[config.mk]
export PLATFORM = sky130hd
export DESIGN_NAME = decode_queue
export DESIGN_NICKNAME = d
export VERILOG_FILES = /design/src/rtl/decode_queue.sv
export SDC_FILE = /design/constraint.sdc
export NUM_CORES = 1
export LEC_CHECK = 0
export ABC_AREA = 0
export CAP_MARGIN = 15
export CORE_ASPECT_RATIO = 1.75
export CORE_MARGIN = 5
export CORE_UTILIZATION = 30
export DETAILED_ROUTE_END_ITERATION = 10
export GPL_ROUTABILITY_DRIVEN = 0
export PLACE_DENSITY = 0.48
export SETUP_SLACK_MARGIN = 0.02
export SLEW_MARGIN = 15
export SYNTH_ARGS = -nofsm -noshare
export SYNTH_HDL_FRONTEND = slang
export SYNTH_SLANG_ARGS = --single-unit
[constraint.sdc]
create_clock -name clk -period 10.19 [get_ports clk]
set_input_delay 1.5285 -clock clk [delete_from_list [all_inputs] [get_ports clk]]
set_output_delay 1.5285 -clock clk [all_outputs]
set_load 0.03 [all_outputs]
[src/rtl/decode_queue.sv]
// decode_queue: RV32I/RV32M decode stage feeding a DEPTH-entry valid/ready queue.
// Decoded control bundle is computed combinationally from code/pc and stored at enqueue;
// all outputs are driven from the storage entry at the read pointer.

`ifndef ALU_OP_WIDTH
`define ALU_OP_WIDTH     4
`define ALU_OP_NONE      4'd0
`define ALU_OP_ADD       4'd1
`define ALU_OP_SUB       4'd2
`define ALU_OP_SLL       4'd3
`define ALU_OP_SLT       4'd4
`define ALU_OP_SLTU      4'd5
`define ALU_OP_XOR       4'd6
`define ALU_OP_SRL       4'd7
`define ALU_OP_SRA       4'd8
`define ALU_OP_OR        4'd9
`define ALU_OP_AND       4'd10
`define ALU_OP_SEQ       4'd11
`define ALU_OP_SNE       4'd12
`define ALU_OP_SGE       4'd13
`define ALU_OP_SGEU      4'd14
`endif
`ifndef SEL_SRC_A_WIDTH
`define SEL_SRC_A_WIDTH  2
`define SEL_SRC_A_RS1    2'd0
`define SEL_SRC_A_PC     2'd1
`define SEL_SRC_A_IMM    2'd2
`endif
`ifndef SEL_SRC_B_WIDTH
`define SEL_SRC_B_WIDTH  2
`define SEL_SRC_B_RS2    2'd0
`define SEL_SRC_B_IMM    2'd1
`define SEL_SRC_B_FOUR   2'd2
`define SEL_SRC_B_ZERO   2'd3
`endif
`ifndef SEL_PC_WIDTH
`define SEL_PC_WIDTH     3
`define SEL_PC_ADD4      3'd0
`define SEL_PC_JAL       3'd1
`define SEL_PC_JALR      3'd2
`define SEL_PC_MTVEC     3'd3
`define SEL_PC_MEPC      3'd4
`endif
`ifndef CSR_ADDR_MCAUSE
`define CSR_ADDR_MCAUSE  12'h342
`define CSR_ADDR_NONE    12'h000
`endif

module decode_queue #(
   parameter int unsigned DEPTH    = 2,
   parameter bit          ENABLE_M = 1'b0
) (
   input  logic                         clk,
   input  logic                         rst,
   input  logic                         in_valid,
   output logic                         in_ready,
   input  logic [31:0]                  code,
   input  logic [31:0]                  pc,
   input  logic                         flush,
   output logic                         out_valid,
   input  logic                         out_ready,
   output logic [31:0]                  out_pc,
   output logic [31:0]                  out_code,
   output logic [4:0]                   rs1_num,
   output logic [4:0]                   rs2_num,
   output logic [4:0]                   rd_num,
   output logic [31:0]                  imm,
   output logic [`ALU_OP_WIDTH-1:0]     alu_op_sel,
   output logic [`SEL_SRC_A_WIDTH-1:0]  src_a_sel,
   output logic [`SEL_SRC_B_WIDTH-1:0]  src_b_sel,
   output logic [`SEL_PC_WIDTH-1:0]     pc_sel,
   output logic                         wb_reg,
   output logic                         mdu_valid,
   output logic [2:0]                   mdu_op,
   output logic [11:0]                  csr_addr,
   output logic [2:0]                   csr_op,
   output logic                         csr_wb,
   output logic                         illegal
);

   localparam int unsigned PW = (DEPTH > 1) ? $clog2(DEPTH) : 1;
   localparam int unsigned CW = $clog2(DEPTH + 1);

   localparam logic [6:0] OPC_LOAD     = 7'b0000011;
   localparam logic [6:0] OPC_MISC_MEM = 7'b0001111;
   localparam logic [6:0] OPC_OP_IMM   = 7'b0010011;
   localparam logic [6:0] OPC_AUIPC    = 7'b0010111;
   localparam logic [6:0] OPC_STORE    = 7'b0100011;
   localparam logic [6:0] OPC_OP       = 7'b0110011;
   localparam logic [6:0] OPC_LUI      = 7'b0110111;
   localparam logic [6:0] OPC_BRANCH   = 7'b1100011;
   localparam logic [6:0] OPC_JALR     = 7'b1100111;
   localparam logic [6:0] OPC_JAL      = 7'b1101111;
   localparam logic [6:0] OPC_SYSTEM   = 7'b1110011;

   typedef struct packed {
      logic [31:0]                  pc;
      logic [31:0]                  code;
      logic [4:0]                   rs1;
      logic [4:0]                   rs2;
      logic [4:0]                   rd;
      logic [31:0]                  imm;
      logic [`ALU_OP_WIDTH-1:0]     alu;
      logic [`SEL_SRC_A_WIDTH-1:0]  sa;
      logic [`SEL_SRC_B_WIDTH-1:0]  sb;
      logic [`SEL_PC_WIDTH-1:0]     psel;
      logic                         wb;
      logic                         mv;
      logic [2:0]                   mop;
      logic [11:0]                  caddr;
      logic [2:0]                   cop;
      logic                         cwb;
      logic                         ill;
   } entry_t;

   entry_t          r_mem [DEPTH];
   logic [PW-1:0]   r_rd_ptr;
   logic [PW-1:0]   r_wr_ptr;
   logic [CW-1:0]   r_count;

   entry_t          w_dec;
   entry_t          w_head;
   logic            w_push;
   logic            w_pop;
   logic [PW-1:0]   w_rd_next;
   logic [PW-1:0]   w_wr_next;
   logic [6:0]      w_opc;
   logic [2:0]      w_f3;
   logic [6:0]      w_f7;

   // funct3 -> ALU operation for OP / OP-IMM (shift variants resolved by caller)
   function automatic logic [`ALU_OP_WIDTH-1:0] alu_map(input logic [2:0] f3);
      case (f3)
         3'b000:  alu_map = `ALU_OP_ADD;
         3'b001:  alu_map = `ALU_OP_SLL;
         3'b010:  alu_map = `ALU_OP_SLT;
         3'b011:  alu_map = `ALU_OP_SLTU;
         3'b100:  alu_map = `ALU_OP_XOR;
         3'b101:  alu_map = `ALU_OP_SRL;
         3'b110:  alu_map = `ALU_OP_OR;
         default: alu_map = `ALU_OP_AND;
      endcase
   endfunction

   assign w_opc = code[6:0];
   assign w_f3  = code[14:12];
   assign w_f7  = code[31:25];

   // Combinational decode of the presented instruction word into the stored bundle
   always_comb begin
      w_dec       = '0;
      w_dec.pc    = pc;
      w_dec.code  = code;
      w_dec.rs1   = code[19:15];
      w_dec.rs2   = code[24:20];
      w_dec.rd    = code[11:7];
      w_dec.alu   = `ALU_OP_NONE;
      w_dec.sa    = `SEL_SRC_A_RS1;
      w_dec.sb    = `SEL_SRC_B_RS2;
      w_dec.psel  = `SEL_PC_ADD4;
      w_dec.caddr = `CSR_ADDR_NONE;
      case (w_opc)
         OPC_LOAD: begin
            w_dec.imm = {{20{code[31]}}, code[31:20]};
            w_dec.rs2 = '0;
            w_dec.alu = `ALU_OP_ADD;
            w_dec.sb  = `SEL_SRC_B_IMM;
            w_dec.wb  = 1'b1;
            w_dec.ill = (w_f3 == 3'b011) || (w_f3 == 3'b110) || (w_f3 == 3'b111);
         end
         OPC_MISC_MEM: begin
            w_dec.imm = {{20{code[31]}}, code[31:20]};
            w_dec.rs2 = '0;
            w_dec.sb  = `SEL_SRC_B_IMM;
            w_dec.wb  = 1'b1;
         end
         OPC_OP_IMM: begin
            w_dec.imm = {{20{code[31]}}, code[31:20]};
            w_dec.rs2 = '0;
            w_dec.sb  = `SEL_SRC_B_IMM;
            w_dec.wb  = 1'b1;
            w_dec.alu = alu_map(w_f3);
            if (w_f3 == 3'b001 || w_f3 == 3'b101) begin
               if (w_f7 == 7'b0100000 && w_f3 == 3'b101)
                  w_dec.alu = `ALU_OP_SRA;
               else if (w_f7 != 7'b0000000 && w_f7 != 7'b0100000)
                  w_dec.ill = 1'b1;
            end
         end
         OPC_AUIPC: begin
            w_dec.imm = {code[31:12], 12'b0};
            w_dec.rs1 = '0;
            w_dec.rs2 = '0;
            w_dec.alu = `ALU_OP_ADD;
            w_dec.sa  = `SEL_SRC_A_PC;
            w_dec.sb  = `SEL_SRC_B_IMM;
            w_dec.wb  = 1'b1;
         end
         OPC_STORE: begin
            w_dec.imm = {{20{code[31]}}, code[31:25], code[11:7]};
            w_dec.rd  = '0;
            w_dec.alu = `ALU_OP_ADD;
            w_dec.sb  = `SEL_SRC_B_IMM;
            w_dec.ill = (w_f3 > 3'b010);
         end
         OPC_OP: begin
            w_dec.wb = 1'b1;
            if (w_f7 == 7'b0000000) begin
               w_dec.alu = alu_map(w_f3);
            end else if (w_f7 == 7'b0100000 && w_f3 == 3'b000) begin
               w_dec.alu = `ALU_OP_SUB;
            end else if (w_f7 == 7'b0100000 && w_f3 == 3'b101) begin
               w_dec.alu = `ALU_OP_SRA;
            end else if (w_f7 == 7'b0000001 && ENABLE_M) begin
               w_dec.mv  = 1'b1;
               w_dec.mop = w_f3;
            end else begin
               w_dec.ill = 1'b1;
            end
         end
         OPC_LUI: begin
            w_dec.imm = {code[31:12], 12'b0};
            w_dec.rs1 = '0;
            w_dec.rs2 = '0;
            w_dec.alu = `ALU_OP_ADD;
            w_dec.sa  = `SEL_SRC_A_IMM;
            w_dec.sb  = `SEL_SRC_B_ZERO;
            w_dec.wb  = 1'b1;
         end
         OPC_BRANCH: begin
            w_dec.imm = {{19{code[31]}}, code[31], code[7], code[30:25], code[11:8], 1'b0};
            w_dec.rd  = '0;
            case (w_f3)
               3'b000:  w_dec.alu = `ALU_OP_SEQ;
               3'b001:  w_dec.alu = `ALU_OP_SNE;
               3'b100:  w_dec.alu = `ALU_OP_SLT;
               3'b101:  w_dec.alu = `ALU_OP_SGE;
               3'b110:  w_dec.alu = `ALU_OP_SLTU;
               3'b111:  w_dec.alu = `ALU_OP_SGEU;
               default: w_dec.ill = 1'b1;
            endcase
         end
         OPC_JALR: begin
            w_dec.imm  = {{20{code[31]}}, code[31:20]};
            w_dec.rs2  = '0;
            w_dec.alu  = `ALU_OP_ADD;
            w_dec.sa   = `SEL_SRC_A_PC;
            w_dec.sb   = `SEL_SRC_B_FOUR;
            w_dec.psel = `SEL_PC_JALR;
            w_dec.wb   = 1'b1;
         end
         OPC_JAL: begin
            w_dec.imm  = {{11{code[31]}}, code[31], code[19:12], code[20], code[30:21], 1'b0};
            w_dec.rs1  = '0;
            w_dec.rs2  = '0;
            w_dec.alu  = `ALU_OP_ADD;
            w_dec.sa   = `SEL_SRC_A_PC;
            w_dec.sb   = `SEL_SRC_B_FOUR;
            w_dec.psel = `SEL_PC_JAL;
            w_dec.wb   = 1'b1;
         end
         OPC_SYSTEM: begin
            w_dec.caddr = code[31:20];
            w_dec.cop   = w_f3;
            if (w_f3 == 3'b000) begin
               if (code == 32'h0000_0073) begin
                  w_dec.psel  = `SEL_PC_MTVEC;
                  w_dec.caddr = `CSR_ADDR_MCAUSE;
                  w_dec.cwb   = 1'b1;
               end else if (code == 32'h3020_0073) begin
                  w_dec.psel = `SEL_PC_MEPC;
               end else begin
                  w_dec.ill = 1'b1;
               end
            end else if (w_f3 == 3'b100) begin
               w_dec.ill = 1'b1;
            end else begin
               w_dec.wb  = 1'b1;
               w_dec.cwb = (w_f3 == 3'b001) || (w_f3 == 3'b101);
            end
         end
         default: w_dec.ill = 1'b1;
      endcase
      if (code[1:0] != 2'b11)
         w_dec.ill = 1'b1;
      // illegal entries still queue, but must not write state and must trap
      if (w_dec.ill) begin
         w_dec.wb   = 1'b0;
         w_dec.cwb  = 1'b0;
         w_dec.mv   = 1'b0;
         w_dec.psel = `SEL_PC_MTVEC;
      end
   end

   assign in_ready  = (r_count != CW'(DEPTH));
   assign out_valid = (r_count != '0);
   assign w_push    = in_valid && in_ready;
   assign w_pop     = out_valid && out_ready;
   assign w_rd_next = (r_rd_ptr == PW'(DEPTH - 1)) ? '0 : r_rd_ptr + 1'b1;
   assign w_wr_next = (r_wr_ptr == PW'(DEPTH - 1)) ? '0 : r_wr_ptr + 1'b1;

   // Circular-buffer storage, pointers and occupancy; reset beats flush beats push/pop
   always_ff @(posedge clk) begin
      if (rst) begin
         r_rd_ptr <= '0;
         r_wr_ptr <= '0;
         r_count  <= '0;
         for (int unsigned i = 0; i < DEPTH; i++)
            r_mem[i] <= '0;
      end else if (flush) begin
         r_rd_ptr <= '0;
         r_wr_ptr <= '0;
         r_count  <= '0;
      end else begin
         if (w_push) begin
            r_mem[r_wr_ptr] <= w_dec;
            r_wr_ptr        <= w_wr_next;
         end
         if (w_pop)
            r_rd_ptr <= w_rd_next;
         if (w_push && !w_pop)
            r_count <= r_count + 1'b1;
         else if (w_pop && !w_push)
            r_count <= r_count - 1'b1;
      end
   end

   assign w_head     = r_mem[r_rd_ptr];
   assign out_pc     = w_head.pc;
   assign out_code   = w_head.code;
   assign rs1_num    = w_head.rs1;
   assign rs2_num    = w_head.rs2;
   assign rd_num     = w_head.rd;
   assign imm        = w_head.imm;
   assign alu_op_sel = w_head.alu;
   assign src_a_sel  = w_head.sa;
   assign src_b_sel  = w_head.sb;
   assign pc_sel     = w_head.psel;
   assign wb_reg     = w_head.wb;
   assign mdu_valid  = w_head.mv;
   assign mdu_op     = w_head.mop;
   assign csr_addr   = w_head.caddr;
   assign csr_op     = w_head.cop;
   assign csr_wb     = w_head.cwb;
   assign illegal    = w_head.ill;

endmodule

==> results of run 1 <==
worst paths after layout:
check,end,from,depth (start not counted),slack [ns]
worst max register to register,r_mem[0][36],r_count[0],6,7.17
worst max-delay path,rs1_num[0],register,4,4.88
worst min register to register,r_rd_ptr,r_rd_ptr,2,0.56
worst min-delay path,r_rd_ptr,r_rd_ptr,2,0.56
logic make-up (layout without fill, tap and decap cells):
group           count (synthesis)  count (layout)  synth area share
compound gates                101             101            0.0447
xor+xnor                        7               7           0.00468
fa+ha+maj                       1               1          0.000956
buf+inv                        77             280            0.0232
flops                         285             285             0.650
mux                           141             141             0.121
other cells                     1               5          0.000286
simple gates                  352             352             0.155
cell usage in the layout (no fill, tap or decap), drive strengths merged, types with 4 or more instances in the layout:
| cell | n |
|---|---|
| a21oi | 59 |
| a22oi | 9 |
| a31oi | 6 |
| and2 | 160 |
| and3 | 34 |
| buf | 16 |
| clkbuf | 39 |
| clkdlybuf4s50 | 210 |
| clkinv | 5 |
| conb | 4 |
| dfxtp | 5 |
| edfxtp | 280 |
| inv | 4 |
| mux2 | 140 |
| nand2 | 40 |
| nand2b | 6 |
| nand3 | 7 |
| nand4 | 4 |
| nor2 | 48 |
| nor2b | 9 |
| nor3 | 15 |
| nor4 | 8 |
| o21ai | 13 |
| xor2 | 4 |
through the flow:
stage	instance area [um2]	hold WS (ns)	setup slack (ns)	util
2_1_floorplan	13100	0.520	4.24	-
3_3_place_gp	15800	0.544	5.37	0.364
3_5_place_dp	15800	0.553	5.36	0.364
4_1_cts	16700	0.564	4.74	0.386
5_1_grt	16700	0.596	4.68	0.386
6_report	16700	0.562	4.88	0.386
per-layer routing:
metal | vias up | wire, um | GRT usage | share of wire
li1 | 3905 | - | - | -
met1 | 4185 | 14600 | 0.178 | 0.37
met2 | 272 | 20900 | 0.289 | 0.53
met3 | 64 | 2390 | 0.0328 | 0.061
met4 | 0 | 1630 | 0.0668 | 0.041
met5 | - | 0 | 0 | 0
final cells by class:
class	instances	area, um2	area share
sequential	285	8510	0.509
multi-input combinational	606	4320	0.258
timing repair buffer	226	2220	0.133
clock buffer	39	803	0.0480
tap	566	708	0.0424
clock inverter	12	143	0.00853
inverter	3	11.3	0.000674
antenna	1	2.50	0.000150
synth_stat cells, types with 2 or more instances:
cell,number,area share
mux2_2,140,0.12
nor3_1,14,0.0054
nand4b_1,3,0.0020
and3_1,34,0.016
nor2b_1,9,0.0043
o211ai_1,2,0.0011
nor4_4,2,0.0032
nor4_1,6,0.0029
nor3b_1,2,0.0011
inv_1,3,0.00086
o21ai_0,10,0.0038
and3b_1,3,0.0020
or3_1,2,0.00096
a21oi_1,59,0.023
dfxtp_1,5,0.0076
o21ai_1,3,0.0011
a31oi_1,6,0.0029
xor2_1,4,0.0027
nor4b_1,2,0.0013
xnor2_1,3,0.0020
buf_4,4,0.0023
nor2_1,48,0.014
nand3_1,7,0.0027
edfxtp_1,280,0.64
a22oi_1,9,0.0052
or4_1,2,0.0011
clkbuf_1,62,0.018
nand4_1,4,0.0019
nand2_1,40,0.011
and2_1,160,0.076
buf_1,8,0.0023
nand2b_1,6,0.0029
nand3b_1,3,0.0017
worst max-delay path: cells and delay by family, from the launching register on:
| kind | cells | cell delay, ns |
|---|---|---|
| buf+inv | 3 | 1.87 |
| flops | 1 | 0.81 |
| mux | 1 | 0.41 |
flip-flops by register name, indices dropped and copies added (netlist names), named ones only:
signal    cells
r_wr_ptr      1
r_mem       280
r_count       2
r_rd_ptr      1
where the power goes:
part / switching (mW) / leakage [nW] / internal (mW) / total, mW
sequential: 0.0232 / 2.95 / 1.35 / 1.37
combinational: 0.217 / 2.51 / 0.147 / 0.364
clock: 0.459 / 0.453 / 0.626 / 1.08
total: 0.699 / 5.92 / 2.12 / 2.82
==> impl_metrics.toml, run 1 <==
[detailed_routing]
dr.pass1.iters = 6
totalWireLength_um = 39500
routedWlPerCell_um = 22.7
ant_nets = 0
drc_errors = 0
vias_per_cell = 4.85
num_vias = 8426
dr.first_iter.drc_count = 517

[worst_hold_path]
hold_class = "register to register"

[synth]
synth-edff-count = 280
ys_warn_count = 0
ys_ff_latch = 285
synthesis.area_um2 = 13100
synth_area_per_cell_um2 = 13.6
async_flop_share = 0
synth_cell_type_count = 53
synthCells = 965
ys.flop_type = "edfxtp_1"
ys_seq_area_frac = 0.650

[floorplan]
die_w_um = 168
core_um2 = 43300
initial_utilization = 0.302
die_area_um2 = 48100
io_pins = 215
rows = 101
die_h_um = 286

[sta]
relSlewSlack = 0.368
setup_violations = 0
worst_pin_slew_ns = 0.945
totalNegativeSetupSlack_ns = 0
finalHoldViolCount = 0
fmax_mhz = 188
period_minus_slack_ns = 5.31
finalCritPeriodShare = 0.521
rsz0062_at_grt = "false"
fin_skew_ns = 0.0180
drv_slew = 0

[finish]
layout.nets = 1221
layout-drive-gt1-share = 0.180
syn_to_final_growth_pct = 27.7
instances_no_fill = 1738
fillers = 4107

[clock_tree]
postCtsSetupBuffers = 0
clockRootBuffer = "clkbuf_16"
htreeDepth = 1
path_clk_slew_ns = 0.06
clk_latency_ns = 0.56
clockBufferDepth = 3
cts_hold_buffers = 0
cts-buffers-inserted = 29
cts_num_sinks = 285
cts_tree = "built"
cts_resized = 0

[critical_path]
end_kind = "output port"
path_max_fanout = 54
cp_data_arrival_time_ns = 3.78
critPathMaxStageDelay_ns = 0.81
crit_type = "register to output port"
critPathSlowestCell = "dfxtp_4"
critical_path.cell_chain = "buf_4 > buf_4 > mux2_2 > clkdlybuf4s50_1"
critPathLaunchType = "register"
cp.required_ns = 8.66
cpMostUsedCell = "buf_4"

[place]
numPortBuffers = 210
dp_hpwl_um = 25700
dp_cells = 1686

[power]
p_leak_nw = 5.92
power.density_nw_per_um2 = 169
finalPower_mw = 2.82
peakVddDrop_v = 0.000110

[global_routing]
grt_pass1_wl_um = 57500
grt_overflow = 0
grt_pass1_vias = 8777
antenna_found_initial = 1
grt_usage = 0.158
grt_max_degree = 78

[status]
outcome = "completed"

[flow_run]
drv_cap = 0
Note: power is estimated with default switching activity, not from simulation.
==> run 2, diff against run 1 <==
==> constraint.sdc (replaced) <==
create_clock -name clk -period 5.48 [get_ports clk]
set_input_delay 0.822 -clock clk [delete_from_list [all_inputs] [get_ports clk]]
set_output_delay 0.822 -clock clk [all_outputs]
set_load 0.03 [all_outputs]
==> impl_metrics.toml, run 2 (synthesis results as in run 1) <==
[detailed_routing]
drc_errors = 0
top_layer = "met4"
num_vias = 8325
met3WireLength_um = 1730
vias_per_cell = 4.78
ant_nets = 0
dr.first_iter.drc_count = 372
dr.pass1.iters = 6
totalWireLength_um = 38200
routedWlPerCell_um = 21.9
wl_met1_um = 15000
wl_met2_um = 20700

[finish]
finish.instance_area_um2 = 16700
final_common_cell = "edfxtp_1"
layout-drive-gt1-share = 0.180
layout_common_cells = "edfxtp_1, clkdlybuf4s50_1, and2_1"
largest_register_ffs = 280
syn_to_final_growth_pct = 27.8
top_regs = "r_mem (280), r_count (2)"
final_util = 0.386
layout.nets = 1222
largest_register = "r_mem"

[power]
seq_power_share = 0.489
power.switching_mw = 1.29
swShare = 0.249
peakVddDrop_v = 0.000213
power.density_nw_per_um2 = 309
clkPwrFrac = 0.377
combinationalPowerShare = 0.134
p_int_mw = 3.89
p_leak_nw = 5.93

[clock_tree]
clockBufferDepth = 3
path_clk_slew_ns = 0.06
clk_latency_ns = 0.55
htreeDepth = 1
cts_tree = "built"
cts_num_sinks = 285
postCtsSetupBuffers = 0
cts-buffers-inserted = 29
cts_resized = 0
cts_hold_buffers = 0
clockRootBuffer = "clkbuf_16"

[sta]
drv_slew = 0
fin_skew_ns = 0.00634
fmax_mhz = 260
relSlewSlack = 0.365
setup_violations = 0
finalHoldViolCount = 0
finalCritPeriodShare = 0.703
whs_ns = 0.564
totalNegativeSetupSlack_ns = 0
worst_pin_slew_ns = 0.953
period_minus_slack_ns = 3.85
rsz0062_at_grt = "false"

[place]
numPortBuffers = 210
dpl_cell_area_um2 = 15800
dp_hpwl_um = 24600

[critical_path]
cp_data_arrival_time_ns = 3.03
cp.required_ns = 4.66
end_kind = "output port"
crit_type = "register to output port"
critPathLaunchType = "register"
path_max_fanout = 44

[global_routing]
grt_pass1_vias = 8591
antenna_found_initial = 1
grt_pass1_wl_um = 56500
grt_usage = 0.154
grt_overflow = 0
grt_max_degree = 62

[floorplan]
die_w_um = 168
core_um2 = 43300
die_area_um2 = 48100
die_h_um = 286
io_pins = 215
initial_utilization = 0.302
rows = 101

[flow_run]
drv_cap = 0

[status]
outcome = "completed"

[worst_hold_path]
hold_class = "register to register"
## run 2: cell count changes in the layout (fill, tap and decap cells not counted)
| cell | delta |
|---|---|
| clkbuf_8 | -4 |
| clkinv_1 | +4 |
| clkinv_2 | +4 |
| buf_12 | +3 |
| buf_4 | -2 |
| clkbuf_1 | -1 |
| clkinvlp_4 | -1 |
## run 2: path summary, 6_finish.rpt
kind	startpoint	to	slack (ns)	cells past startpoint
hold / removal	r_count[1]	r_count[1]	0.56	2
setup / recovery	register	csr_addr[4]	1.63	3
setup reg to reg	r_count[0]	r_mem[0][109]	2.90	5
hold reg to reg	r_count[1]	r_count[1]	0.56	2
## run 2: worst max-delay path, cell delays in order, from the launching register on
cell,delay (ns)
dfxtp_4,0.74
buf_4,0.64
mux2_2,0.41
clkdlybuf4s50_1,0.65
## run 2: cell type report
type,instances,area (um2)
fillers,4100,26600
flip-flops and latches,285,8510
multi-input cells,606,4320
repair buffers,227,2270
clock buffers,34,744
well taps,566,708
clock inverters,19,170
inverters,3,11.3
diodes,1,2.50
## run 2: metrics by stage
step / instances / power (mW) / setup WS, ns
after floorplan: 968 / 2.97 / 0.233
after global routing: 1741 / 5.36 / 1.47
after CTS: 1740 / 5.25 / 1.49
final: 1741 / 5.18 / 1.63
after global placement: 1687 / 3.28 / 1.80
after detailed placement: 1687 / 3.29 / 1.73
## run 2: power groups by stage
stage / sequential, mW / combinational, mW / clock [mW]
floorplan: 2.58 / 0.390 / 0
global placement: 2.57 / 0.711 / 0
detailed placement: 2.58 / 0.710 / 0
CTS: 2.53 / 0.714 / 2.01
global route: 2.54 / 0.737 / 2.08
finish: 2.53 / 0.696 / 1.95
## run 2: metal layers
layer,up-vias,GRT usage
met5,-,0
met4,0,0.0402
met3,34,0.0266
met2,219,0.286
met1,4170,0.182
li1,3902,-
